$ cat src/rtl/spi_ram_ctrl.sv
// SPI command decoder + 8-bit RAM; optional burst addressing via RAM_AUTO_INC_EN.
// Latency: command takes effect on the edge it is accepted; read data/tx_valid valid from that edge.
// Backpressure: none; one command per rising edge of rx_valid, held-high cycles ignored.
module spi_ram_ctrl #(
    parameter int MEM_DEPTH = 256,
    parameter int ADDR_SIZE = 8
) (
    input  logic       clk,
    input  logic       rst,
    input  logic [9:0] rx_data,
    input  logic       rx_valid,
    output logic [7:0] tx_data,
    output logic       tx_valid,
    output logic       rd_err
);

    typedef enum logic [1:0] {
        IDLE     = 2'd0,
        ADDR_RDY = 2'd1,
        TX       = 2'd2
    } state_t;

    localparam logic [1:0] CMD_WR_ADDR = 2'b00;
    localparam logic [1:0] CMD_WR_DATA = 2'b01;
    localparam logic [1:0] CMD_RD_ADDR = 2'b10;
    localparam logic [1:0] CMD_RD_DATA = 2'b11;

    state_t               state;
    state_t               state_nxt;
    logic                 rx_valid_q;
    logic                 accept;
    logic [1:0]           cmd;
    logic [ADDR_SIZE-1:0] addr_in;
    logic [ADDR_SIZE-1:0] wr_addr;
    logic [ADDR_SIZE-1:0] rd_addr;
    logic                 do_read;
    logic                 err_nxt;
    logic                 do_write;
    logic [7:0]           mem [MEM_DEPTH];

    assign accept   = rx_valid && !rx_valid_q;
    assign cmd      = rx_data[9:8];
    assign addr_in  = rx_data[ADDR_SIZE-1:0];
    assign do_write = accept && (cmd == CMD_WR_DATA);
    assign tx_valid = (state == TX);

    always_comb begin
        state_nxt = state;
        do_read   = 1'b0;
        err_nxt   = 1'b0;
        if (accept) begin
            case (state)
                IDLE: begin
                    if (cmd == CMD_RD_ADDR) begin
                        state_nxt = ADDR_RDY;
                    end else if (cmd == CMD_RD_DATA) begin
                        err_nxt = 1'b1;
                    end
                end
                ADDR_RDY: begin
                    if (cmd == CMD_RD_DATA) begin
                        do_read   = 1'b1;
                        state_nxt = TX;
                    end
                end
                TX: begin
                    case (cmd)
                        CMD_RD_ADDR: state_nxt = ADDR_RDY;
                        CMD_RD_DATA: begin
`ifdef RAM_AUTO_INC_EN
                            do_read   = 1'b1;
                            state_nxt = TX;
`else
                            err_nxt   = 1'b1;
                            state_nxt = IDLE;
`endif
                        end
                        default: begin
                            // Address consumed by the read unless bursting keeps it live
`ifdef RAM_AUTO_INC_EN
                            state_nxt = ADDR_RDY;
`else
                            state_nxt = IDLE;
`endif
                        end
                    endcase
                end
                default: state_nxt = IDLE;
            endcase
        end
    end

    always_ff @(posedge clk) begin
        if (rst) begin
            state      <= IDLE;
            rx_valid_q <= 1'b0;
            rd_err     <= 1'b0;
            tx_data    <= 8'h00;
            wr_addr    <= '0;
            rd_addr    <= '0;
        end else begin
            state      <= state_nxt;
            rx_valid_q <= rx_valid;
            rd_err     <= err_nxt;
            if (do_read) begin
                tx_data <= mem[rd_addr];
            end
            if (accept && (cmd == CMD_WR_ADDR)) begin
                wr_addr <= addr_in;
            end
            if (accept && (cmd == CMD_RD_ADDR)) begin
                rd_addr <= addr_in;
            end
`ifdef RAM_AUTO_INC_EN
            // Width equals log2(MEM_DEPTH), so natural overflow gives the wrap
            if (do_write) begin
                wr_addr <= wr_addr + ADDR_SIZE'(1);
            end
            if (do_read) begin
                rd_addr <= rd_addr + ADDR_SIZE'(1);
            end
`endif
        end
    end

    // RAM contents deliberately survive reset
    always_ff @(posedge clk) begin
        if (do_write) begin
            mem[wr_addr] <= rx_data[7:0];
        end
    end

endmodule

$ cat config.mk
export PLATFORM = sky130hd
export DESIGN_NAME = spi_ram_ctrl
export DESIGN_NICKNAME = d
export VERILOG_FILES = /design/src/rtl/spi_ram_ctrl.sv
export SDC_FILE = /design/constraint.sdc
export NUM_CORES = 2
export LEC_CHECK = 0
export CAP_MARGIN = 20
export CORE_ASPECT_RATIO = 1.75
export CORE_MARGIN = 3
export CORE_UTILIZATION = 55
export DETAILED_ROUTE_END_ITERATION = 10
export PLACE_DENSITY = 0.79
export SLEW_MARGIN = 20
export SYNTH_ARGS = -nofsm -noshare
export SYNTH_HDL_FRONTEND = slang
export SYNTH_SLANG_ARGS = --single-unit
$ cat constraint.sdc
create_clock -name clk -period 2.95 [get_ports clk]
set_clock_uncertainty 0.2 [all_clocks]
set_input_delay 0.295 -clock clk [delete_from_list [all_inputs] [get_ports clk]]
set_output_delay 0.295 -clock clk [all_outputs]
set_load 0.1 [all_outputs]
# Word level (Yosys, flattened, before mapping)
# Memories as Yosys holds them, arrays and structs flattened. A register that Yosys moved wholly into a read port is not among the register bits.
# Cells that the tools add are included.
# totals
register_bits	20
mem_bits_rw	2048
in_bits	13
out_inout_bits	10
word_cells	34
n_memories	1
# mem_list
memory	words	word_bits	read_ports	rd_clocked_by_memory_dff	wr	line_no	rtl
mem	256	8	1	1	1	39	logic [7:0] mem [MEM_DEPTH];
# classes
eq_ne	7
mux	11
bitwise_logic	1
reduce_logical	9
# op_table
cell	n
$mux W1	7
$eq A2 B2 Y1 const B	3
$pmux W2 S3	1
$eq A2 B1 Y1 const B	2
$logic_and A1 B1 Y1	4
$logic_not A2 Y1	2
$mux W2	2
$ne A2 B2 Y1 const B	2
$reduce_and A3 Y1	1
$pmux W1 S2	1
$reduce_or A2 Y1	1
$logic_not A1 Y1	1
$not A1 Y1	1

# Depth between registers and ports, before layout
# depth
depth_word	5
depth_mapped	13
ltp_nobuf	7

# Worst setup path after synthesis
# Ideal clock, no wire load.
# synth_path
kind	register to register
startpoint	reg rx_valid_q
endpoint	mem mem[112][0] (enable)
arrival_ns	2.109
required_ns	2.380
path_slack_ns	0.271
path_stages_with_launch	8
path_buffers	3
synth_period_minus_slack_ns	2.679
path_cell_list	dfxtp_1 nand2b_1 clkbuf_1 nor3b_2 clkbuf_1 nand3_1 clkbuf_1 nor2_1
# synth_between
elab_chain_len	5
# synth_lines
item	line_no	rtl
start, declared	30	logic rx_valid_q;
start signal, assigned	103	rx_valid_q <= rx_valid;
$logic_not A1 Y1	41	assign accept = rx_valid && !rx_valid_q;
$logic_and A1 B1 Y1	41	
$logic_and A1 B1 Y1	44	assign do_write = accept && (cmd == CMD_WR_DATA);
$mux W1	128	if (do_write) begin
$mux W1 (not written as such)	129	mem[wr_addr] <= rx_data[7:0];
end, declared	39	
# No other way between the ends.

==> metrics.md <==
| Metric | Value |
|---|---|
| Seq/Total Area, Yosys | `76.3%` |
| WL final | `230 mm` |
| F_max | `321 MHz` |
| Mapped Nets | `4151` |
| Congestion Overflow GR | `0` |
| Setup violators final | `8` |
| Async SR Flop Fraction | `0%` |
| Max-Cap Viols | `0` |
| Clock buffer depth | `3` |
| Worst Setup End Kind | `register` |
| DP Worst Slack | `-0.445 ns` |
| IO Port Bufs | `22` |
| H-tree depth | `4` |
| Syn_area_per_cell | `19.7 sq um` |
| Routed Antenna Nets | `0` |
| Outcome | `complete, but fails checks` |
| Total leakage power | `30.4 nW` |
| Worst endpoint required time | `3.42 ns` |
| Leading area contributor after synthesis | `edfxtp_1` |
| Vias per inst | `6.57` |
| Initial core utilization | `55.4%` |
| Rows | `186` |
| Area contributors post-synth | `edfxtp_1, mux4_2, mux2i_1` |
| CP max FO | `6` |
| Post-Synth Adder-Cell Area | `0%` |
| Final Cycle Share | `106%` |
| Number of detailed-route iterations in the first pass | `9` |
| Routability cong. | `0.973` |
| Distinct cells, synth | `64` |
| Least-Margin Pin Slew | `0.880 ns` |
| Post-synth EDFFs | `2048` |
| Prevailing post-synth register cell | `edfxtp_1` |
| Final Max Tran Viols | `0` |
| Final nets | `4922` |
| WP buf/inv | `7` |
| Final Cell Area | `95700 sq um` |
| Total power | `56.0 mW` |
| Post-synthesis compound-gate area fraction | `3.88%` |
| DP HPWL | `149 mm` |
| Chip height | `515 microns` |
| Initial antenna violation count | `7` |
| CTS buffer count | `160` |
| Vias | `46100` |
| RSZ-0062 raised after global routing | `yes` |
| CP most frequent cell | `buf_12` |
| Crit path cell chain | `buf_12 -> buf_12 -> buf_12 -> buf_12 -> buf_4 -> mux4_2 -> mux2i_1 -> nor2_1 -> nor4_2 -> buf_4 -> nor4_1 -> buf_4 -> nand3b_1` |
| Total GRT Usage | `29.7%` |
| Synthesized instance count | `4138` |
| DRC | `0` |
| Layout area overhead | `17.7%` |
| Largest net degree at the start of global routing | `98` |
| CTS sink count | `2076` |
| CP delay by family, top | `buffers and inverters` |
| Finished Layout Cells | `7020` |
| Syn. warnings | `0` |
| Chip width | `297 microns` |
| Failing checks | `setup timing` |
| Yosys reg bits | `2076` |
| Placed inst area | `89100 sq um` |
| XOR/XNOR share of the synthesized area | `0%` |
| Post-Synth Simple-Gate Area | `3.41%` |
| Power per cell area | `585 nW/um^2` |
| CP Class | `reg -> reg` |
| Post-Syn Area | `81300 sq um` |
| CTS tree | `done` |
| Share of layout cells above drive strength 1 | `30.2%` |
| Core area | `147000 sq um` |
| CP peak stage delay | `0.52 ns` |
| Worst Path Arrival | `3.59 ns` |
| Final Hold Fails | `0` |
| CTS root buf | `clkbuf_16` |
| Clock insertion delay at the later pin of the skew report | `0.81 ns` |
| Global-route wire length before repair | `322 mm` |
| Setup TNS | `-0.519 ns` |
| Critical Path Start Type | `register` |
| Clk slew on worst S/H paths | `0.07 ns` |
| Io pins | `23` |
| Die area | `153000 sq um` |
| Per-cell routed wire length | `32.8 microns` |
| Worst hold-check path type | `in -> reg` |
| Vias in the first global route | `46600` |
| Slowest CP cell | `mux4_2` |
| Slew headroom | `41.2%` |
| Placed insts | `6650` |
| Final Worst Setup Slack | `-0.169 ns` |
| Largest family of logic cells by synthesized area | `multiplexers` |
| Mux contribution to synthesized area | `14.3%` |
| Period minus WS final | `3.12 ns` |
| Maximum vdd drop | `0.000654 V` |
| Area fraction of the dominant cell type after synthesis | `75.6%` |
| First-iteration detailed-routing DRC count | `6065` |
-- final cells by class --
| class | count | area (sq um) |
|---|---|---|
| Multi-Input combinational cell | 1805 | 18100 |
| Clock inverter | 101 | 848 |
| Inverter | 4 | 17.5 |
| Tap cell | 1974 | 2470 |
| Sequential cell | 2076 | 62100 |
| Fill cell | 8853 | 51100 |
| Clock buffer | 195 | 4250 |
| Antenna cell | 3 | 7.51 |
| Timing Repair Buffer | 862 | 7950 |
-- synth_stat cells, types with 6 or more instances --
cell type	instances
nand3_1	44
a21boi_0	15
nor2b_1	13
o21ai_0	22
mux4_2	320
nor4_1	19
buf_12	10
o22ai_1	122
clkbuf_1	98
mux2_2	7
buf_4	33
a211o_1	18
a211oi_1	43
edfxtp_1	2048
or2_2	7
mux4_1	22
and2_1	6
a31oi_1	11
nand2_1	131
buf_1	9
dfxtp_1	28
nor3_1	32
nand4_1	14
o221ai_1	59
mux2i_1	377
a2111oi_0	12
nand2b_1	20
buf_6	37
buf_8	8
buf_2	55
a22oi_1	27
nor2_1	312
o211ai_1	11
a21oi_1	77
-- routing by layer --
layer | share of wire (%) | global-route usage (%)
met2 | 51 | 50.2
met4 | 10 | 24.6
met5 | 0.0096 | 0
met3 | 10 | 6.28
met1 | 29 | 31.9
-- kinds of logic after synthesis --
kind of cell	Yosys count
DFF	2076
buffers and inverters	257
AOI/OAI and AO/OA	453
and+or+nand+nor	626
muxes	726
-- report_power, final --
part           internal [mW]  leakage, nW  total, mW  switching, mW
registers               32.4         18.6       32.4         0.0250
logic                  0.787         9.25       2.22           1.43
clock network           11.2         2.49       21.4           10.2
-- state kept, by name, indices dropped and copies added, names as in the netlist --
register and cells:
rd_addr 8, state 2, mem 2048, tx_data 8, rx_valid_q 1, rd_err 1, wr_addr 8
-- tightest hold or removal path: stages --
cell	delay (ns)
clkdlybuf4s50_1	0.45
buf_4	0.16
nor2b_1	0.12
-- final timing paths --
kind	startpoint	end	slack, ns	cells past startpoint
worst max-delay path	rd_addr[0]	tx_data[6]	-0.17	13
worst max register to register	rd_addr[0]	tx_data[6]	-0.17	13
worst min-delay path	rx_valid	rx_valid_q	0.09	3
worst min register to register	tx_data[5]	tx_data[5]	0.28	2
-- what timing repair did --
item	in CTS	in global routing
resized for setup	74	70
setup buffers	20	38
pin swaps	16	25
hold buffers	8	0
setup endpoints to repair	8	8
cloned	6	2
endpoints found under the hold margin	581	0
-- cell usage in the layout, fill, tap and decap left out, types with 36 or more instances in the layout --
cell type / count
mux2i_1: 375
clkinv_2: 36
buf_4: 731
nand3_1: 43
a21oi_1: 66
mux4_2: 325
nand2_1: 130
edfxtp_1: 2048
o22ai_1: 118
nor2_1: 309
buf_12: 82
clkbuf_16: 167
o221ai_1: 55
-- metrics by stage --
stage                     hold WS (ns)  util, %
after CTS                       0.0430     64.7
final                           0.0863     65.2
after floorplan                  0.194        -
after global placement           0.279     60.7
after detailed placement         0.269     60.7
after global routing            0.0983     65.2
No activity file was read; power rests on OpenSTA's default activity.
